File: src/rtl/fifo_tree_pkg.sv
// Shared definitions for FIFO-tree nodes: the arbiter FSM state encoding and the
// default word width.
package fifo_tree_pkg;

  localparam int DEFAULT_DATA_WIDTH = 36;

  typedef logic [1:0] state_t;

  localparam logic [1:0] ST_IDLE = 2'd0;
  localparam logic [1:0] ST_REQ  = 2'd1;
  localparam logic [1:0] ST_CAPT = 2'd2;
  localparam logic [1:0] ST_SEND = 2'd3;

endpackage

File: src/rtl/fifo_tree_arbiter_picker.sv
// Combinational round-robin picker: finds the first set request bit searching
// upward from (last_i + 1) mod NUM_CHILD, wrapping to 0.
module rr_priority_picker #(
  parameter int NUM_CHILD   = 4,
  parameter int GRANT_WIDTH = $clog2(NUM_CHILD)
) (
  input  logic [NUM_CHILD-1:0]   req_i,
  input  logic [GRANT_WIDTH-1:0] last_i,
  output logic                   found_o,
  output logic [GRANT_WIDTH-1:0] idx_o
);

  logic [GRANT_WIDTH-1:0] cand;

  // Walk from the farthest offset down to the nearest so the nearest hit wins.
  always_comb begin
    found_o = 1'b0;
    idx_o   = '0;
    cand    = '0;
    for (int i = NUM_CHILD; i >= 1; i--) begin
      cand = GRANT_WIDTH'((int'(last_i) + i) % NUM_CHILD);
      if (req_i[cand]) begin
        found_o = 1'b1;
        idx_o   = cand;
      end
    end
  end

endmodule

File: src/rtl/fifo_tree_arbiter.sv
// Merges NUM_CHILD child FIFOs into one parent FIFO with a fixed 4-cycle
// IDLE -> REQ -> CAPT -> SEND transfer and round-robin child selection.
module fifo_tree_arbiter
  import fifo_tree_pkg::*;
#(
  parameter int NUM_CHILD   = 4,
  parameter int DATA_WIDTH  = DEFAULT_DATA_WIDTH,
  parameter int GRANT_WIDTH = $clog2(NUM_CHILD)
) (
  input  logic                            clk,
  input  logic                            reset,
  input  logic                            enable_i,
  input  logic [NUM_CHILD-1:0]            child_nonempty_i,
  input  logic [NUM_CHILD*DATA_WIDTH-1:0] child_data_i,
  output logic [NUM_CHILD-1:0]            child_rden_o,
  input  logic                            parent_full_i,
  output logic                            parent_wren_o,
  output logic [DATA_WIDTH-1:0]           parent_data_o,
  output logic [GRANT_WIDTH-1:0]          grant_o,
  output logic                            busy_o,
  output logic [31:0]                     xfer_count_o
);

  state_t                 state_q, state_d;
  logic [NUM_CHILD-1:0]   rden_q, rden_d;
  logic                   wren_q, wren_d;
  logic [DATA_WIDTH-1:0]  data_q, data_d;
  logic [GRANT_WIDTH-1:0] grant_q, grant_d;
  logic [GRANT_WIDTH-1:0] last_q, last_d;
  logic                   busy_q, busy_d;
  logic [31:0]            count_q, count_d;

  logic                   pick_found;
  logic [GRANT_WIDTH-1:0] pick_idx;
  logic [DATA_WIDTH-1:0]  sel_data;

  rr_priority_picker #(
    .NUM_CHILD  (NUM_CHILD),
    .GRANT_WIDTH(GRANT_WIDTH)
  ) u_picker (
    .req_i  (child_nonempty_i),
    .last_i (last_q),
    .found_o(pick_found),
    .idx_o  (pick_idx)
  );

  always_comb begin
    sel_data = '0;
    for (int k = 0; k < NUM_CHILD; k++) begin
      if (grant_q == GRANT_WIDTH'(k)) sel_data = child_data_i[k*DATA_WIDTH +: DATA_WIDTH];
    end
  end

  always_comb begin
    state_d = state_q;
    rden_d  = '0;
    wren_d  = 1'b0;
    data_d  = data_q;
    grant_d = grant_q;
    last_d  = last_q;
    count_d = count_q;
    case (state_q)
      ST_IDLE: begin
        if (enable_i && !parent_full_i && pick_found) begin
          state_d = ST_REQ;
          grant_d = pick_idx;
          last_d  = pick_idx;
          rden_d  = NUM_CHILD'(1) << pick_idx;
        end
      end
      ST_REQ: state_d = ST_CAPT;
      // Child read data is registered, so it is valid during CAPT.
      ST_CAPT: begin
        data_d  = sel_data;
        wren_d  = 1'b1;
        state_d = ST_SEND;
      end
      ST_SEND: begin
        count_d = count_q + 32'd1;
        state_d = ST_IDLE;
      end
      default: state_d = ST_IDLE;
    endcase
    busy_d = (state_d != ST_IDLE);
  end

  always_ff @(posedge clk) begin
    if (reset) begin
      state_q <= ST_IDLE;
      rden_q  <= '0;
      wren_q  <= 1'b0;
      data_q  <= '0;
      grant_q <= '0;
      last_q  <= GRANT_WIDTH'(NUM_CHILD - 1);
      busy_q  <= 1'b0;
      count_q <= '0;
    end else begin
      state_q <= state_d;
      rden_q  <= rden_d;
      wren_q  <= wren_d;
      data_q  <= data_d;
      grant_q <= grant_d;
      last_q  <= last_d;
      busy_q  <= busy_d;
      count_q <= count_d;
    end
  end

  assign child_rden_o  = rden_q;
  assign parent_wren_o = wren_q;
  assign parent_data_o = data_q;
  assign grant_o       = grant_q;
  assign busy_o        = busy_q;
  assign xfer_count_o  = count_q;

endmodule

File: config.mk
export PLATFORM = sky130hd
export DESIGN_NAME = fifo_tree_arbiter
export DESIGN_NICKNAME = d
export VERILOG_FILES = /design/src/rtl/fifo_tree_pkg.sv /design/src/rtl/fifo_tree_arbiter_picker.sv /design/src/rtl/fifo_tree_arbiter.sv
export SDC_FILE = /design/constraint.sdc
export NUM_CORES = 1
export LEC_CHECK = 0
export ABC_AREA = 1
export CAP_MARGIN = 20
export CORE_MARGIN = 2
export CORE_UTILIZATION = 40
export DETAILED_ROUTE_END_ITERATION = 16
export PLACE_DENSITY = 0.88
export SETUP_SLACK_MARGIN = 0.15
export SYNTH_ARGS = -nofsm -noshare
export SYNTH_HDL_FRONTEND = slang
export SYNTH_SLANG_ARGS = --single-unit
File: constraint.sdc
create_clock -name clk -period 1.9 [get_ports clk]
set_input_delay 0.19 -clock clk [delete_from_list [all_inputs] [get_ports clk]]
set_output_delay 0.19 -clock clk [all_outputs]
set_load 0.01 [all_outputs]
# --- Word-level counts from Yosys, hierarchy flattened ---
# Index checks and enable logic that the tools add are counted.
classes:
  n_lt_le_gt_ge: 4
  add_sub_neg: 5
  shifts: 1
  reduce_logical: 8
  mux: 23
  eq_ne: 6
  bitwise_logic: 2
op_table:
  columns: ["cell", "n"]
  rows:
  - ["$mux W36", 4]
  - ["$add A32 B1 Y32 const B", 1]
  - ["$lt A2 B3 Y1 const B", 4]
  - ["$mux W2", 5]
  - ["$mux W1", 9]
  - ["$bmux W1 S2", 4]
  - ["$eq A2 B2 Y1 const B", 4]
  - ["$pmux W2 S4", 1]
  - ["$add A2 B1 Y2 const B", 2]
  - ["$add A2 B2 Y2 const B", 2]
  - ["$eq A2 B1 Y1 const B", 2]
  - ["$logic_not A2 Y1", 2]
  - ["$shl A1 B2 Y4 const A", 1]
  - ["$reduce_or A3 Y1", 1]
  - ["$logic_and A1 B1 Y1", 2]
  - ["$not A1 Y1", 2]
  - ["$reduce_and A2 Y1", 1]
  - ["$reduce_bool A2 Y1", 1]
  - ["$logic_not A1 Y1", 1]
word_totals:
  word_cells: 57
  register_bits: 80
  out_inout_bits: 76
  inputBits: 152

# --- Logic depth before layout (Yosys ltp) ---
# Gate-level depths: netlist (run 1).
logic_depth:
  depth_word: 11
  mapped_depth: 11
  ltp_nobuf: 11

# --- By module ---
# From an unflattened synthesis (run 1), not the netlist that was laid out.
unflattened:
  hier_cells: 723
  area_unflattened_um2: 4554.4
modules_own_cells:
  columns: ["mod", "area_each_um2", "seq_area_each_um2", "cells_each", "instances"]
  rows:
  - ["fifo_tree_arbiter", 4307.9, 1601.5, 672, 1]
  - ["rr_priority_picker", 246.5, 0.0, 51, 1]

# --- Least setup slack after synthesis (run 1) ---
# OpenSTA, ideal clock, no wires.
synth_timing:
  kind: "reg-to-reg"
  from: "register count_q[0], in the netlist xfer_count_o[0]"
  to: "register count_q[12], in the netlist xfer_count_o[12]"
  arrival_ns: 1.421
  path_stages_with_launch: 9
  slack_ns: 0.360
  path_buffers: 0
  setup_ns: 0.119
  synth_period_minus_slack_ns: 1.540
  required_ns: 1.781
  cell_sequence: "dfxtp_1 ha_1 nand3_1 nor2_2 nand2_2 nor2_2 nand3_1 o21ai_0 a21oi_1"
synth_via:
  elab_chain_cells: 1
synth_rtl:
  columns: ["element", "line_no", "rtl"]
  rows:
  - ["from (decl)", "fifo_tree_arbiter.sv:31", "logic [31:0] count_q, count_d;"]
  - ["from (signal assigned)", "fifo_tree_arbiter.sv:105", "count_q <= count_d;"]
  - ["$add A32 B1 Y32", "fifo_tree_arbiter.sv:79", "count_d = count_q + 32'd1;"]
# Every way passes these cells.
# A chain may end at the register's enable or synchronous reset.

# --- Final worst setup path (run 1) ---
layout_timing:
  from: "register grant_q[0], in the netlist grant_o[0]"
  to: "output port grant_o[0]"
layout_lines:
  columns: ["element", "line_no", "rtl"]
  rows:
  - ["from (decl)", "fifo_tree_arbiter.sv:28", "logic [GRANT_WIDTH-1:0] grant_q, grant_d;"]
  - ["from (signal assigned)", "fifo_tree_arbiter.sv:102", "grant_q <= grant_d;"]
  - ["to (decl)", "fifo_tree_arbiter.sv:19", "output logic [GRANT_WIDTH-1:0] grant_o,"]
# No word-level cell between the ends.

==> key figures, run 1 <==
Routing
  • DRT antenna net count: 0
  • Detailed-route vias per instance: 5.17
  • DRC: 0
  • Drt first pass iters: 5
  • Via count: 5252
  • Detailed Route WL: 15.3 mm
  • Wire length per cell: 15.1 um
  • DRT iter0 DRCs: 224

Place
  • RePlAce Congestion: 0.888
  • Final HPWL DP: 11.5 mm
  • # port buffers: 227

Synthesis
  • Largest family of logic cells by synthesized area: simple AND/OR/NAND/NOR gates
  • Complex-gate fraction of the synthesized area: 19.0%
  • Post-Synth Adder-Cell Area: 1.15%
  • Asr flop ratio synth: 0%
  • Synthesized instance count: 651
  • Simple-Gate Fraction of Synth Area: 34.1%
  • Ys flop type: dfxtp_1
  • Top post-synthesis cells by count: nand2_1 (175), dfxtp_1 (80), nor2_1 (60), nand3_1 (55)
  • Post-Syn Area: 4360 um^2
  • Cell taking the most area after synthesis: dfxtp_1
  • Syn_nets: 807
  • Cell with the most instances after synthesis: nand2_1
  • Synthesized area per cell: 6.69 um^2
  • Distinct cell type count after synthesis: 37
  • Synth Warn #: 0
  • Post-synth EDFFs: 0
  • Top cell type's share of synthesized area: 36.8%
  • Area contributors post-synth: dfxtp_1 (37%), nand2_1 (15%), nand3_1 (6.3%)
  • Seq cells post-synth: 80
  • Xor-xnor portion of the synthesized cell area: 1.61%
  • Multiplexer share of the synthesized area: 0%
  • Post-synthesis sequential area ratio: 36.8%

STA
  • Tmin final: 1.68 ns
  • Clock Skew: 0.0158 ns
  • Max Transition Viols Final: 0
  • Max-Slew Margin vs Limit: 74.2%
  • Accumulated negative setup slack: 0 ns
  • Tightest Pin Transition: 0.387 ns
  • Fmax: 0.594 GHz
  • Final period utilization: 88.6%
  • RSZ-0062 raised after global routing: no
  • Final Hold Viols: 0
  • Final number of setup-violating endpoints: 0

Clock tree
  • Postcts setup bufs: 0
  • Clk buf depth: 2
  • Clock insertion delay at the later pin of the skew report: 0.37 ns
  • CTS clock-pin slew for the worst setup and hold paths: 0.10 ns
  • CTS Buf Count: 9
  • CTS sink count: 80
  • CTS root buffer: clkbuf_8
  • H-tree depth: 3
  • TritonCTS clock tree: built

GRT
  • First-pass GRT wire length: 23.7 mm
  • GR Overflow Total: 0
  • GRT Overall Usage: 26.0%
  • Vias in the first global route: 4893
  • Initial antenna violation count: 1
  • Largest net degree at the start of global routing: 74

Critical path
  • Crit-path leading delay family: buffers and inverters
  • WS Path Type: reg2out
  • CP Launch Type: register
  • Crit path largest cell delay: 0.55 ns
  • Crit path DAT: 1.49 ns
  • Crit end category: output port
  • Worst-path cell chain: buf_12, clkdlybuf4s50_1
  • Required time worst endpoint: 1.71 ns
  • Largest fanout on the critical path: 20
  • CP Buf/Inv Count: 2
  • CP max-delay cell: clkdlybuf4s50_1

Power
  • PwrDens: 649 nW/um^2
  • Cell leakage power: 2.75 nW
  • Max IR drop VDD: 0.000316 V

Die
  • Die ar.: 11700 um^2
  • Core area: 10700 um^2
  • Die width: 108 um
  • Chip height: 108 um
  • Number of cell rows: 38
  • Starting density of the core: 40.5%
  • Io pins: 228

Cells and area
  • Layout fillers: 936
  • Layout cells sized above 1: 8.00%
  • Multi-input gate area: 2440 um^2
  • Final nets: 1026
  • Layout area overhead: 61.3%
  • Fin util: 65.4%
  • Register area: 1600 um^2

Job
  • Max Cap Viol: 0

Min path
  • Hold Crit Class: in2reg

Outcome
  • Outcome: completed
routing by layer:
metal	GRT usage (%)	up-vias	share of wire, %
li1	-	2623	-
met1	29.0	2328	38
met2	44.2	253	47
met3	7.35	48	9.1
met4	15.1	0	5.4
met5	0	-	0
registers in the layout, summed over array words and instances (netlist names):
name,cells
xfer_count_o,32
last_q,2
busy_o,1
parent_wren_o,1
child_rden_o,4
parent_data_o,36
grant_o,2
state_q,2
where the power goes:
group,leakage [nW],internal (mW),switching [mW]
registers,0.650,1.82,0.0770
logic,2.02,0.785,0.726
clock network,0.0789,0.479,0.678
worst reg2reg max path, cell delays in order, from the launching register on:
cell	delay, ns
dfxtp_1	0.41
ha_1	0.21
nand3_1	0.13
nor2_1	0.16
nand2_1	0.11
nor2_4	0.16
nand4_1	0.12
o21ai_0	0.18
nor2_1	0.05
logic make-up (layout without fill, tap and decap cells):
kind of cell,Yosys count,count (layout)
compound gates,145,145
other cells,0,1
flops,80,80
fa+ha+maj,4,4
buf+inv,79,303
simple gates,335,335
xor+xnor,8,8
placed cells by master (no fill, tap or decap), types with 2 or more instances in the layout:
master and count:
ha_2 2, inv_2 6, nor2_4 5, a221oi_1 14
o21ai_1 2, clkbuf_8 9, a31oi_1 25, nor3_1 5
o21ai_0 49, ha_1 2, nand2_1 175, nor2_1 60
nand2_2 10, clkinvlp_4 3, nand3_1 55, buf_4 10
xor2_1 6, buf_12 4, nor2_2 6, inv_1 37
o21a_1 2, xnor2_1 2, nand4_1 10, a21oi_1 49
nand3_2 3, clkdlybuf4s50_1 227, dfxtp_1 78, dfxtp_2 2
stage by stage:
stage | power [mW] | cells | hold slack (ns) | worst slack, ns | cell area, um^2
after global routing | 4.79 | 1016 | 0.391 | 0.151 | 7030
after CTS | 4.58 | 1015 | 0.382 | 0.184 | 7020
final | 4.56 | 1016 | 0.385 | 0.217 | 7030
after floorplan | 2.63 | 651 | 0.353 | 0.360 | 4360
after global placement | 3.39 | 998 | 0.475 | 0.240 | 6810
after detailed placement | 3.42 | 998 | 0.512 | 0.160 | 6810
cell type report:
type | instances | area share [%]
flip-flops and latches | 80 | 22.8
clock buffers | 10 | 1.82
clock inverters | 6 | 0.641
repair buffers | 242 | 35.0
diodes | 1 | 0.0356
well taps | 140 | 2.49
inverters | 45 | 2.44
multi-input cells | 492 | 34.8
final timing paths:
check	start	slack, ns	depth (start not counted)	end
worst max-delay path	grant_o[0]	0.22	2	grant_o[0]
worst max register to register	xfer_count_o[1]	0.27	8	xfer_count_o[20]
worst min-delay path	child_data_i[125]	0.38	3	parent_data_o[17]
worst min register to register	parent_data_o[25]	0.53	2	parent_data_o[25]
repair_timing:
action	CTS	global route
hold buffers	0	0
endpoints found under the setup margin	1	4
resized for setup	1	5
cloned	1	0
No activity file was read; power rests on OpenSTA's default activity.
==> run 2: changes to the inputs <==
--- a/config.mk
+++ b/config.mk
@@ -8,10 +8,11 @@
 export ABC_AREA = 1
 export CAP_MARGIN = 20
 export CORE_MARGIN = 2
-export CORE_UTILIZATION = 40
+export CORE_UTILIZATION = 36
 export DETAILED_ROUTE_END_ITERATION = 16
-export PLACE_DENSITY = 0.88
+export PLACE_DENSITY = 0.84
 export SETUP_SLACK_MARGIN = 0.15
 export SYNTH_ARGS = -nofsm -noshare
 export SYNTH_HDL_FRONTEND = slang
 export SYNTH_SLANG_ARGS = --single-unit
+export TNS_END_PERCENT = 100
==> constraint.sdc (replaced) <==
create_clock -name clk -period 1.4 [get_ports clk]
set_input_delay 0.14 -clock clk [delete_from_list [all_inputs] [get_ports clk]]
set_output_delay 0.14 -clock clk [all_outputs]
set_load 0.01 [all_outputs]
==> run 2 against run 1 <==
  * The run now ends with setup timing left
  * Worst hold slack worse by 0.030 ns
  * Clock-buffer cell count rose by 3
  * Clock skew shrank 0.0077 ns
  * Largest cell class unchanged
  * Highest routed layer unchanged
==> key figures, run 2 (same netlist as run 1, synthesis figures left out) <==
Outcome
  • Outcome: finished with violations (was completed)
  • Failing checks: setup timing

Critical path
  • CP Buf/Inv Count: 2 (unchanged)
  • Required time worst endpoint: 1.65 ns (was 1.71 ns)
  • Crit path largest cell delay: 0.35 ns (was 0.55 ns)
  • WS Path Type: reg2reg (was reg2out)
  • Reg2reg setup slack: -0.16 ns (was 0.27 ns)
  • Crit path DAT: 1.81 ns (was 1.49 ns)
  • CP max-delay cell: dfxtp_2 (was clkdlybuf4s50_1)
  • CP Launch Type: register (unchanged)
  • Crit path depth: 9 (was 2)
  • Crit end category: register (was output port)
  • Worst-path cell chain: ha_4, buf_6, nand4_1, nor2_2, nand2_1, inv_2, nand2_2, o21ai_1, nor2_1 (was buf_12, clkdlybuf4s50_1)
  • FF-to-FF path depth: 9 (was 8)
  • Largest fanout on the critical path: 5 (was 20)
  • Crit-path leading delay family: simple AND/OR/NAND/NOR gates (was buffers and inverters)

Routing
  • Via count: 6095 (was 5252)
  • Drt first pass iters: 4 (was 5)
  • DRT antenna net count: 0 (unchanged)
  • DRC: 0 (unchanged)
  • DRT iter0 DRCs: 431 (was 224)
  • Detailed Route WL: 21.1 mm (was 15.3 mm)
  • Detailed-route vias per instance: 5.45 (was 5.17)
  • Wire length per cell: 18.8 um (was 15.1 um)

Cells and area
  • Layout cells sized above 1: 35.4% (was 8.00%)
  • Commonest non-fill, non-tap cell in the layout: clkdlybuf4s50_1 (unchanged)
  • Commonest cells after routing, fill and taps aside: clkdlybuf4s50_1 (151), nand2_1 (107), nand2_2 (65) (was clkdlybuf4s50_1 (227), nand2_1 (175), dfxtp_1 (78))
  • Layout area overhead: 106% (was 61.3%)
  • Max reg flops: 36 (unchanged)
  • Layout fillers: 759 (was 936)
  • Final nets: 1121 (was 1026)

Power
  • Power, Total: 7.89 mW (was 4.56 mW)
  • Int Pwr: 5.33 mW (was 3.08 mW)
  • Combinational power share: 36.2% (was 33.1%)
  • Switching Share: 32.4% (was 32.5%)
  • Max IR drop VDD: 0.000573 V (was 0.000316 V)
  • Sequential power share: 32.7% (was 41.5%)
  • Cell leakage power: 3.91 nW (was 2.75 nW)
  • Switching power: 2.56 mW (was 1.48 mW)
  • PwrDens: 879 nW/um^2 (was 649 nW/um^2)
  • Clock Power Share: 31.1% (was 25.4%)

Die
  • Chip height: 114 um (was 108 um)
  • Die width: 114 um (was 108 um)
  • Core area: 11900 um^2 (was 10700 um^2)
  • Io pins: 228 (unchanged)
  • Number of cell rows: 40 (was 38)
  • Starting density of the core: 36.6% (was 40.5%)
  • Die ar.: 13000 um^2 (was 11700 um^2)

Clock tree
  • Clk buf depth: 2 (unchanged)
  • CTS root buffer: clkbuf_16 (was clkbuf_8)
  • TritonCTS clock tree: built (unchanged)
  • CTS clock-pin slew for the worst setup and hold paths: 0.06 ns (was 0.10 ns)
  • Hold buffers post-CTS: 0 (unchanged)
  • Clock insertion delay at the later pin of the skew report: 0.35 ns (was 0.37 ns)
  • CTS Buf Count: 9 (unchanged)
  • CTS sink count: 80 (unchanged)
  • H-tree depth: 3 (unchanged)

Place
  • Final HPWL DP: 12.4 mm (was 11.5 mm)
  • RePlAce Congestion: 0.905 (was 0.888)
  • # port buffers: 227 (unchanged)

STA
  • Final Hold Viols: 0 (unchanged)
  • Final period utilization: 111%
  • Tmin final: 1.56 ns
  • RSZ-0062 raised after global routing: yes (was no)
  • Setup ws final: -0.157 ns (was 0.217 ns)
  • Max Transition Viols Final: 0 (unchanged)
  • Clock Skew: 0.00814 ns (was 0.0158 ns)
  • Worst hold slack: 0.355 ns (was 0.385 ns)
  • Max-Slew Margin vs Limit: 72.6% (was 74.2%)
  • Tightest Pin Transition: 0.406 ns (was 0.387 ns)
  • Final number of setup-violating endpoints: 21 (was 0)
  • Fmax: 0.642 GHz

GRT
  • Vias in the first global route: 5918 (was 4893)
  • GR Overflow Total: 0 (unchanged)
  • Initial antenna violation count: 2 (was 1)
  • Largest net degree at the start of global routing: 35 (was 74)
  • GRT Overall Usage: 29.2% (was 26.0%)
  • First-pass GRT wire length: 29.4 mm (was 23.7 mm)

Min path
  • Hold Crit Class: in2reg (unchanged)
  • WHS Path Cells: 3 (unchanged)

Job
  • Max Cap Viol: 0 (unchanged)
==> run 2: changes by cell type in the layout (fill, tap and decap cells not counted), sizes merged <==
| cell | change |
|---|---|
| dlygate4sd2 | +62 |
| clkbuf | +6 |
| diode | +1 |
| clkinvlp | -1 |
| buf | +95 |
| clkdlybuf4s50 | -76 |
| bufbuf | -1 |
| clkdlybuf4s15 | +10 |
==> run 2: path summary, 6_finish.rpt <==
check	start	endpoint
setup / recovery	state_q[1]	xfer_count_o[31]
hold reg to reg	xfer_count_o[11]	xfer_count_o[11]
hold / removal	child_data_i[140]	parent_data_o[32]
setup reg to reg	state_q[1]	xfer_count_o[31]
==> run 2: power groups by stage <==
stage / Clock (mW) / Sequential [mW] / Combinational (mW)
after global routing: 2.55 / 2.60 / 3.01
final: 2.46 / 2.58 / 2.86
after global placement: 0 / 2.62 / 2.11
after detailed placement: 0 / 2.62 / 2.14
after CTS: 2.46 / 2.57 / 2.46
after floorplan: 0 / 2.69 / 0.888
==> run 2: metal layers <==
metal	global-route usage, %	share of wire (%)
met1	29.8	34
met2	52.2	51
met4	19.8	7.0
met5	0	0
met3	7.39	7.5
==> run 2: cell type report <==
type | count | area, um^2 | area share, %
diodes | 2 | 5.00 | 0.0557
multi-input cells | 492 | 3200 | 35.6
inverters | 45 | 206 | 2.30
repair buffers | 335 | 3400 | 37.8
well taps | 147 | 184 | 2.05
repair inverters | 2 | 16.3 | 0.181
clock buffers | 13 | 292 | 3.25
clock inverters | 3 | 21.3 | 0.237
flip-flops and latches | 80 | 1660 | 18.5
==> run 2: stage by stage <==
step           cells  worst slack [ns]  util (%)  instance area, um^2  TNS (ns)
2_1_floorplan    651           0.00424         -                 4470         0
3_3_place_gp    1054            -0.213      61.7                 7350     -1.80
3_5_place_dp    1054            -0.264      61.7                 7350     -2.73
4_1_cts         1103           -0.0398      71.3                 8490   -0.0398
5_1_grt         1119            -0.208      75.4                 8980     -3.23
6_report        1119            -0.157      75.4                 8980    -0.924
==> run 2: timing repair <==
action,4_1_cts,5_1_grt
cloned,8,0
pin swaps,53,62
resized for setup,249,112
setup buffers,25,14
setup endpoints to repair,148,88
==> run 2: worst min-delay path, cell delays in order <==
cell and delay (ns):
clkdlybuf4s50_1 0.39, nand2_1 0.06, a31oi_1 0.07
